[config.mk]
export PLATFORM = sky130hd
export DESIGN_NAME = neuron_link_host_flat
export DESIGN_NICKNAME = d
export VERILOG_FILES = /design/src/rtl/neuron_link_pkg.sv /design/src/rtl/neuron_link_host_if.sv /design/src/rtl/neuron_link_sync.sv /design/src/rtl/neuron_link_host.sv /design/src/flat_wrapper.sv
export SDC_FILE = /design/constraint.sdc
export NUM_CORES = 1
export LEC_CHECK = 0
export ABC_CLOCK_PERIOD_IN_PS = 5000
export CAP_MARGIN = 20
export CORE_MARGIN = 1
export CORE_UTILIZATION = 49
export DETAILED_ROUTE_END_ITERATION = 6
export GPL_TIMING_DRIVEN = 0
export PLACE_DENSITY = 0.82
export SYNTH_ARGS = -nofsm -noshare
export SYNTH_HDL_FRONTEND = slang
export SYNTH_SLANG_ARGS = --single-unit
export TNS_END_PERCENT = 30
[constraint.sdc]
create_clock -name clk -period 5 [get_ports clk]
set_clock_uncertainty 0.2 [all_clocks]
set_input_delay 0.75 -clock clk [delete_from_list [all_inputs] [get_ports clk]]
set_output_delay 0.75 -clock clk [all_outputs]
set_load 0.01 [all_outputs]
[src/rtl/neuron_link_pkg.sv]
// Shared constants and FSM encodings for the neuron 4-phase byte link host.
package neuron_link_pkg;

  localparam int LINK_DATA_W     = 8;
  localparam int SYNC_STAGES_DEF = 2;

  typedef enum logic [1:0] {
    TX_IDLE  = 2'd0,
    TX_SETUP = 2'd1,
    TX_REQ   = 2'd2,
    TX_REL   = 2'd3
  } tx_state_e;

  typedef enum logic [1:0] {
    RX_WAIT = 2'd0,
    RX_ACK  = 2'd1,
    RX_DROP = 2'd2
  } rx_state_e;

endpackage

[src/rtl/neuron_link_host_if.sv]
// Byte source/sink and tile-pin signals of the link host. master = host side, slave = tile/environment side.
interface neuron_link_host_if;
  import neuron_link_pkg::*;

  logic [LINK_DATA_W-1:0] tx_data;
  logic                   tx_valid;
  logic                   tx_ready;
  logic [LINK_DATA_W-1:0] rx_data;
  logic                   rx_valid;
  logic                   rx_ready;
  logic [LINK_DATA_W-1:0] link_data;
  logic                   link_req;
  logic                   link_in_ack;
  logic                   link_out_req;
  logic [LINK_DATA_W-1:0] link_out_data;
  logic                   link_out_ack;

  modport master (
    input  tx_data, tx_valid, rx_ready, link_in_ack, link_out_req, link_out_data,
    output tx_ready, rx_data, rx_valid, link_data, link_req, link_out_ack
  );

  modport slave (
    output tx_data, tx_valid, rx_ready, link_in_ack, link_out_req, link_out_data,
    input  tx_ready, rx_data, rx_valid, link_data, link_req, link_out_ack
  );

endinterface

[src/rtl/neuron_link_sync.sv]
// Multi-flop synchroniser for asynchronous link inputs; all stages reset to 0.
module neuron_link_sync #(
  parameter int WIDTH  = 1,
  parameter int STAGES = 2
) (
  input  logic             clk,
  input  logic             rst_n,
  input  logic [WIDTH-1:0] d,
  output logic [WIDTH-1:0] q
);

  logic [WIDTH-1:0] stage_q [STAGES];
  logic [WIDTH-1:0] stage_d [STAGES];

  always_comb begin
    stage_d[0] = d;
    for (int i = 1; i < STAGES; i++) stage_d[i] = stage_q[i-1];
  end

  always_ff @(posedge clk or negedge rst_n) begin
    if (!rst_n) begin
      for (int i = 0; i < STAGES; i++) stage_q[i] <= '0;
    end else begin
      stage_q <= stage_d;
    end
  end

  assign q = stage_q[STAGES-1];

endmodule

[src/rtl/neuron_link_host.sv]
// Host-side initiator/responder for the neuron 4-phase req/ack byte link.
// LINK_TIMEOUT_EN enables the handshake timeout counters and the sticky err flag.
//   TX state | meaning                    RX state | meaning
//   IDLE     | ready for a source byte    WAIT     | waiting for tile req + buffer space
//   SETUP    | data on pins, req low      ACK      | byte captured, ack high
//   REQ      | req high, awaiting ack     DROP     | one-cycle guard after ack falls
//   REL      | req low, awaiting ack low
module neuron_link_host
  import neuron_link_pkg::*;
#(
  parameter int SYNC_STAGES    = SYNC_STAGES_DEF,
  parameter int TIMEOUT_CYCLES = 1024
) (
  input  logic clk,
  input  logic rst_n,
  input  logic ena,
  input  logic err_clr,
  output logic err,
  neuron_link_host_if.master lnk
);

  if (SYNC_STAGES < 2) begin : g_bad_sync
    $error("SYNC_STAGES must be at least 2");
  end
  if (TIMEOUT_CYCLES < 2) begin : g_bad_tmo
    $error("TIMEOUT_CYCLES must be at least 2");
  end

  logic                   ack_s;
  logic                   oreq_s;
  logic [LINK_DATA_W-1:0] odata_s;

  neuron_link_sync #(.WIDTH(1), .STAGES(SYNC_STAGES)) u_sync_ack (
    .clk(clk), .rst_n(rst_n), .d(lnk.link_in_ack), .q(ack_s)
  );
  neuron_link_sync #(.WIDTH(1), .STAGES(SYNC_STAGES)) u_sync_oreq (
    .clk(clk), .rst_n(rst_n), .d(lnk.link_out_req), .q(oreq_s)
  );
  neuron_link_sync #(.WIDTH(LINK_DATA_W), .STAGES(SYNC_STAGES)) u_sync_odata (
    .clk(clk), .rst_n(rst_n), .d(lnk.link_out_data), .q(odata_s)
  );

  tx_state_e              tx_state_q, tx_state_d;
  logic [LINK_DATA_W-1:0] link_data_q, link_data_d;
  logic                   link_req_q, link_req_d;
  rx_state_e              rx_state_q, rx_state_d;
  logic [LINK_DATA_W-1:0] rx_data_q, rx_data_d;
  logic                   rx_valid_q, rx_valid_d;
  logic                   out_ack_q, out_ack_d;
  logic                   tx_tmo, rx_tmo;
  logic                   tx_ready_w;

  assign tx_ready_w = (tx_state_q == TX_IDLE) && ena && !ack_s;

  always_comb begin
    tx_state_d  = tx_state_q;
    link_data_d = link_data_q;
    link_req_d  = link_req_q;
    unique case (tx_state_q)
      TX_IDLE: begin
        if (lnk.tx_valid && tx_ready_w) begin
          link_data_d = lnk.tx_data;
          tx_state_d  = TX_SETUP;
        end
      end
      TX_SETUP: begin
        tx_state_d = TX_REQ;
        link_req_d = 1'b1;
      end
      TX_REQ: begin
        if (tx_tmo) begin
          tx_state_d = TX_IDLE;
          link_req_d = 1'b0;
        end else if (ack_s) begin
          tx_state_d = TX_REL;
          link_req_d = 1'b0;
        end
      end
      TX_REL: begin
        if (tx_tmo || !ack_s) tx_state_d = TX_IDLE;
      end
      default: begin
        tx_state_d = TX_IDLE;
        link_req_d = 1'b0;
      end
    endcase
  end

  // A pop and a capture on the same edge leave rx_valid set with the new byte.
  always_comb begin
    rx_state_d = rx_state_q;
    rx_data_d  = rx_data_q;
    rx_valid_d = rx_valid_q && !lnk.rx_ready;
    out_ack_d  = out_ack_q;
    unique case (rx_state_q)
      RX_WAIT: begin
        if (oreq_s && ena && (!rx_valid_q || lnk.rx_ready)) begin
          rx_state_d = RX_ACK;
          rx_data_d  = odata_s;
          rx_valid_d = 1'b1;
          out_ack_d  = 1'b1;
        end
      end
      RX_ACK: begin
        if (rx_tmo || !oreq_s) begin
          rx_state_d = RX_DROP;
          out_ack_d  = 1'b0;
        end
      end
      RX_DROP: rx_state_d = RX_WAIT;
      default: begin
        rx_state_d = RX_WAIT;
        out_ack_d  = 1'b0;
      end
    endcase
  end

  always_ff @(posedge clk or negedge rst_n) begin
    if (!rst_n) begin
      tx_state_q  <= TX_IDLE;
      link_data_q <= '0;
      link_req_q  <= 1'b0;
      rx_state_q  <= RX_WAIT;
      rx_data_q   <= '0;
      rx_valid_q  <= 1'b0;
      out_ack_q   <= 1'b0;
    end else begin
      tx_state_q  <= tx_state_d;
      link_data_q <= link_data_d;
      link_req_q  <= link_req_d;
      rx_state_q  <= rx_state_d;
      rx_data_q   <= rx_data_d;
      rx_valid_q  <= rx_valid_d;
      out_ack_q   <= out_ack_d;
    end
  end

`ifdef LINK_TIMEOUT_EN
  localparam int                TMO_W    = $clog2(TIMEOUT_CYCLES);
  localparam logic [TMO_W-1:0]  TMO_LOAD = TMO_W'(TIMEOUT_CYCLES - 1);

  logic [TMO_W-1:0] tx_cnt_q, tx_cnt_d;
  logic [TMO_W-1:0] rx_cnt_q, rx_cnt_d;
  logic             err_q, err_d;
  logic             tx_active, rx_active;

  // Down-counters reload on every state change; terminal count is zero.
  assign tx_active = (tx_state_q == TX_REQ) || (tx_state_q == TX_REL);
  assign rx_active = (rx_state_q == RX_ACK);
  assign tx_tmo    = tx_active && (tx_cnt_q == '0);
  assign rx_tmo    = rx_active && (rx_cnt_q == '0);

  always_comb begin
    tx_cnt_d = tx_cnt_q;
    rx_cnt_d = rx_cnt_q;
    if (tx_state_d != tx_state_q) tx_cnt_d = TMO_LOAD;
    else if (tx_active)           tx_cnt_d = tx_cnt_q - 1'b1;
    if (rx_state_d != rx_state_q) rx_cnt_d = TMO_LOAD;
    else if (rx_active)           rx_cnt_d = rx_cnt_q - 1'b1;
    err_d = (err_q && !err_clr) || tx_tmo || rx_tmo;
  end

  always_ff @(posedge clk or negedge rst_n) begin
    if (!rst_n) begin
      tx_cnt_q <= TMO_LOAD;
      rx_cnt_q <= TMO_LOAD;
      err_q    <= 1'b0;
    end else begin
      tx_cnt_q <= tx_cnt_d;
      rx_cnt_q <= rx_cnt_d;
      err_q    <= err_d;
    end
  end

  assign err = err_q;
`else
  logic unused_err_clr;
  assign unused_err_clr = err_clr;
  assign tx_tmo         = 1'b0;
  assign rx_tmo         = 1'b0;
  assign err            = 1'b0;
`endif

  assign lnk.tx_ready     = tx_ready_w;
  assign lnk.link_data    = link_data_q;
  assign lnk.link_req     = link_req_q;
  assign lnk.rx_data      = rx_data_q;
  assign lnk.rx_valid     = rx_valid_q;
  assign lnk.link_out_ack = out_ack_q;

endmodule
[src/flat_wrapper.sv]
// flat-port wrapper written by rule: the top's interface ports become plain ports
module neuron_link_host_flat import neuron_link_pkg::*;
#(
  parameter int SYNC_STAGES    = SYNC_STAGES_DEF,
  parameter int TIMEOUT_CYCLES = 1024
)
  (clk, rst_n, ena, err_clr, err, lnk_tx_data, lnk_tx_valid, lnk_rx_ready, lnk_link_in_ack, lnk_link_out_req, lnk_link_out_data, lnk_tx_ready, lnk_rx_data, lnk_rx_valid, lnk_link_data, lnk_link_req, lnk_link_out_ack);
  neuron_link_host_if lnk_i ();
  input  logic clk;
  input  logic rst_n;
  input  logic ena;
  input  logic err_clr;
  output logic err;
  input wire logic [$bits(lnk_i.tx_data)-1:0] lnk_tx_data;
  input wire logic [$bits(lnk_i.tx_valid)-1:0] lnk_tx_valid;
  input wire logic [$bits(lnk_i.rx_ready)-1:0] lnk_rx_ready;
  input wire logic [$bits(lnk_i.link_in_ack)-1:0] lnk_link_in_ack;
  input wire logic [$bits(lnk_i.link_out_req)-1:0] lnk_link_out_req;
  input wire logic [$bits(lnk_i.link_out_data)-1:0] lnk_link_out_data;
  output wire logic [$bits(lnk_i.tx_ready)-1:0] lnk_tx_ready;
  output wire logic [$bits(lnk_i.rx_data)-1:0] lnk_rx_data;
  output wire logic [$bits(lnk_i.rx_valid)-1:0] lnk_rx_valid;
  output wire logic [$bits(lnk_i.link_data)-1:0] lnk_link_data;
  output wire logic [$bits(lnk_i.link_req)-1:0] lnk_link_req;
  output wire logic [$bits(lnk_i.link_out_ack)-1:0] lnk_link_out_ack;
  assign lnk_i.tx_data = lnk_tx_data;
  assign lnk_i.tx_valid = lnk_tx_valid;
  assign lnk_i.rx_ready = lnk_rx_ready;
  assign lnk_i.link_in_ack = lnk_link_in_ack;
  assign lnk_i.link_out_req = lnk_link_out_req;
  assign lnk_i.link_out_data = lnk_link_out_data;
  assign lnk_tx_ready = lnk_i.tx_ready;
  assign lnk_rx_data = lnk_i.rx_data;
  assign lnk_rx_valid = lnk_i.rx_valid;
  assign lnk_link_data = lnk_i.link_data;
  assign lnk_link_req = lnk_i.link_req;
  assign lnk_link_out_ack = lnk_i.link_out_ack;
  neuron_link_host #(.SYNC_STAGES(SYNC_STAGES), .TIMEOUT_CYCLES(TIMEOUT_CYCLES)) u_core (.clk(clk), .rst_n(rst_n), .ena(ena), .err_clr(err_clr), .err(err), .lnk(lnk_i));
endmodule
======== Word level (Yosys, flattened, before mapping) ========
Cells that the tools add are included.
storage, ports and cells
  bits in registers ....................... 43
operators by class
  equal/unequal tests ..................... 10
  bitwise operators ....................... 1
  muxes and demuxes ....................... 14
  reduce and logical (&&, ||, !) cells .... 19
operator list
  kind                                                   count
  two-way mux 2 bit                                      5
  inequality test 2 bit, second input constant           4
  case mux 2 bit (4 select lines)                        1
  AND reduction 2 bit                                    4
  == test 2 bit, second input constant                   3
  logical AND 1 bit                                      6
  AND reduction 3 bit                                    2
  two-way mux 1 bit                                      5
  == test 2 x 1 -> 1 bit, second input constant          2
  zero test 2 bit                                        2
  case mux 2 bit (2 select lines)                        1
  zero test 1 bit                                        3
  case mux 1 bit (3 select lines)                        1
  inequality test 2 x 1 -> 1 bit, second input constant  1
  case mux 1 bit (2 select lines)                        1
  nonzero test 2 bit                                     1
  logical OR 1 bit                                       1
  inverter 1 bit                                         1

======== Logic depth before layout (Yosys ltp) ========
  depth after elaboration ................. 6
  depth in mapped cells ................... 5
  depth with buffers taken out ............ 5

======== Cells and area by module ========
A second synthesis with hierarchy kept.
unflattened totals
  cells, all modules ...................... 89
  area total of the unflattened synthesis .. 1485.2 µm²
by module, submodules not included
  module                                    times used  sequential area each (µm²)  cells each  area an instance (µm²)
  neuron_link_host                          1           575.6                       69          984.7
  neuron_link_sync (u_core.u_sync_odata)    1           400.4                       16          400.4
  neuron_link_sync (u_core.u_sync_ack ...)  2           50.0                        2           50.0

======== Worst setup path after synthesis ========
OpenSTA, ideal clock, no wires.
  path kind ............................... register -> output
  from .................................... register u_core.tx_state_q[0]
  to ...................................... output port lnk_tx_ready
  slack ................................... 3.089 ns
  cell stages (with the launch flop) ...... 5
  buffers on the path ..................... 0
  arrival ................................. 0.961 ns
  path through ............................ dfrtp_1 > inv_1 > ha_1 > nand2_1 > nor2_1
between the ends
  longest elaborated chain between the ends .. 3
RTL lines
  what                             line                     text
  start: declaration               neuron_link_host.sv:43   tx_state_e tx_state_q, tx_state_d;
  start signal: assignment         neuron_link_host.sv:128  tx_state_q <= tx_state_d;
  zero test 2 bit                  neuron_link_host.sv:53   assign tx_ready_w = (tx_state_q == TX_IDLE) && ena && !ack_s;
  logical AND 1 bit (2 in series)  neuron_link_host.sv:53
  end: declaration                 flat_wrapper.sv:20       output wire logic [$bits(lnk_i.tx_ready)-1:0] lnk_tx_ready;
No other way between the ends.

======== Worst setup path in the final report ========
  from .................................... input port ena
  to ...................................... output port lnk_tx_ready
between the ends
  longest elaborated chain between the ends .. 2
RTL lines
  what                             line                    text
  start: declaration               flat_wrapper.sv:11      input logic ena;
  logical AND 1 bit (2 in series)  neuron_link_host.sv:53
No other way between the ends.

==> metrics <==
Resized cells post-CTS=0; largest net degree at the start of global routing=44; share of cells above drive strength 1=~20%; total wire length=2480 µm; Mapped Nets=between 100 and 150; GPL Wtd Cong=0.675; Post-synth top cells=dfrtp_1, mux2_2, mux2_4; area post-placement=approximately 0.0020 mm²; clock buffer depth=2; cell taking the most area after synthesis=dfrtp_1; # IOs=45; Worst-path clk slew=0.12 ns; P_leak=0.961 nW; Slew Viols, Final=0; global-route wire length before repair=approximately 4000 µm; Async SR Flop Fraction=100%; H-tree depth=2; Peak VDD IR=roughly 260 µV; FF-to-FF End=u_core.tx_state_q[1]; PnR worst setup slack=2.01 ns; Critical Path Source Type=input pin; combinational fraction of design power=33.7%; Initial Utilization=51.3%; final hold slack=0.164 ns; nets@finish=174; Die ar.=0.00340 mm²; Sequential Power Share=between 40% and 50%; Setup TNS=0 ns; Switching Share=28.2%; final hold vios=0; Fillers=221; Final ANT Viol Nets=0; cts hold-fix bufs=0; largest fanout on the critical path=4; Tmin final=2.99 ns; R2R cell count=5; Final Cycle Share=between 50% and 60%; # DRC=0; Final Power=0.979 mW; clk_lat worst skew=0.34 ns; clock power share=18.2%; 1st-pass router iterations=4; fmax=around 330 MHz; worst hold start=u_core.u_sync_oreq.stage_d[0]; number of global-route vias before repair=around 860; crit path DAT=2.04 ns; top_reg_cell synth=dfrtp_1; FF-to-FF setup slack=about 3.2 ns; Vias/cell=4.74; Sink Count=43; worst flop-to-flop path startpoint=u_core.tx_state_q[0]; Die X=58.3 µm; final setup fails=0; Detailed Route Iter0 Violations=21; Wirelength per Cell=13.0 µm; Hold Path Depth=0; status=finished clean; diode count=0; I/O Buffers=42; clk root buf=clkbuf_4; Slew @ Worst Pin=~0.9 ns; pre-CTS setup slack=2.02 ns; Unique masters post-synth=25; Avg Synthesized Cell Area=between 15 and 20 µm²; crit end category=primary output; Max Cap Viol=0; Pwr Density=468 mW/mm²; setup bufs post-CTS=0; CTS buffer count=5; Rows=20; RSZ-0062 raised after global routing=false; CTS tree=done; Crit path required time=just over 4 ns; Sw Pwr=0.276 mW; Mapped Area=between 0.0015 and 0.002 mm²; GRT Residual Overflow=0; CP Class=in -> out; Finished Cell Area=0.00209 mm²; Rel. slew slack=between 40% and 50%; count leader, synth=dfrtp_1; post-DP HPWL=around 1800 µm; Vias=906; Yosys reg bits=43; Hold Crit Class=reg -> reg; sequential area share after synthesis=approximately 69%; total global-route track usage=17.5%; Mapped Cells=97; number of flops mapped to enable cells by yosys=0; Synth top area share=69.3%; hold path endpoint=u_core.u_sync_oreq.q; largest cells by area after synthesis=dfrtp_1, mux2_4, mux2_2, ha_1, o21ai_0; Synth warnings=0; Int Power=0.703 mW; antenna violations before repair=0; Synth-to-Final Area Change=34.6%; core box area=0.00303 mm²; Die H=around 60 µm
==> how the worst max path moves through the flow <==
stage | cells after the start | slack, ns | start | end
CTS | 4 | 2.01 | ena | lnk_tx_ready
global route | 4 | 1.94 | ena | lnk_tx_ready
finish | 4 | 2.01 | ena | lnk_tx_ready
detailed placement | 4 | 2.02 | ena | lnk_tx_ready
global placement | 1 | 2.01 | rst_n | u_core.lnk.link_req
floorplan | 4 | 3.09 | u_core.tx_state_q[0] | lnk_tx_ready
==> through the flow <==
step	std cells	util, %
4_1_cts	191	69.0
5_1_grt	191	69.0
3_5_place_dp	183	66.8
2_1_floorplan	97	-
6_report	191	69.0
3_3_place_gp	183	67.0
==> flip-flops by register name, indices dropped and copies added (netlist names) <==
name,flops
u_core.u_sync_odata.stage_d,8
u_core.tx_state_q,2
u_core.u_sync_oreq.stage_d,1
u_core.lnk.link_req,1
u_core.u_sync_ack.q,1
u_core.lnk.rx_data,8
u_core.lnk.rx_valid,1
u_core.u_sync_oreq.q,1
u_core.u_sync_ack.stage_d,1
u_core.rx_state_q,2
u_core.lnk.link_out_ack,1
u_core.u_sync_odata.q,8
u_core.lnk.link_data,8
==> placed cells by master (no fill, tap or decap), drive strengths merged <==
| cell | count |
|---|---|
| clkinvlp | 1 |
| nor3 | 1 |
| clkdlybuf4s50 | 41 |
| nand4bb | 1 |
| nand2 | 3 |
| buf | 3 |
| and2 | 1 |
| nand2b | 4 |
| o2bb2ai | 1 |
| mux2 | 16 |
| o21ai | 4 |
| or2 | 1 |
| nand3 | 1 |
| a21boi | 1 |
| conb | 1 |
| or4b | 1 |
| dfrtp | 43 |
| nand4b | 1 |
| clkinv | 1 |
| clkbuf | 6 |
| inv | 5 |
| o22ai | 1 |
| nor2 | 2 |
| a22oi | 2 |
| nor3b | 1 |
| ha | 4 |
==> critical path, cell delays in order <==
cell and delay [ns]:
clkdlybuf4s50_1 0.55, nand2_1 0.09, nor2_1 0.10, clkdlybuf4s50_1 0.55
==> area by class of cell <==
| class | count | area [µm²] | share of cell area [%] |
|---|---|---|---|
| inverter | 5 | 18.8 | 0.898 |
| timing repair buffer | 42 | 415 | 19.9 |
| clock buffer | 6 | 51.3 | 2.45 |
| tap | 44 | 55.1 | 2.63 |
| clock inverter | 2 | 16.3 | 0.778 |
| sequential | 43 | 1080 | 51.5 |
| buffer | 2 | 18.8 | 0.898 |
| multi-input combinational | 47 | 439 | 21.0 |
==> power by group through the flow <==
stage	clock network [mW]	registers, mW	logic [mW]
floorplan	0	0.500	0.132
global placement	0	0.471	0.325
detailed placement	0	0.479	0.333
CTS	0.186	0.472	0.335
global route	0.199	0.480	0.359
finish	0.178	0.471	0.330
==> metal layers <==
metal  wire length, µm  part of all wire, %  global-route usage, %
met5                 0                    0                      0
met2              1340                   54                   27.8
met4                66                  2.7                   11.2
met3                91                  3.7                   5.93
met1               986                   40                   20.4
==> cell families (layout without fill, tap and decap cells) <==
kind of cell | count (synthesis) | after routing | synth area share (%)
compound gates | 9 | 9 | 3.71
fa+ha+maj | 4 | 4 | 3.22
buf+inv | 7 | 57 | 2.42
flops | 43 | 43 | 69.3
mux | 16 | 16 | 13.5
other cells | 1 | 1 | 0.242
simple gates | 17 | 17 | 7.57
No activity file was read; power rests on OpenSTA's default activity.
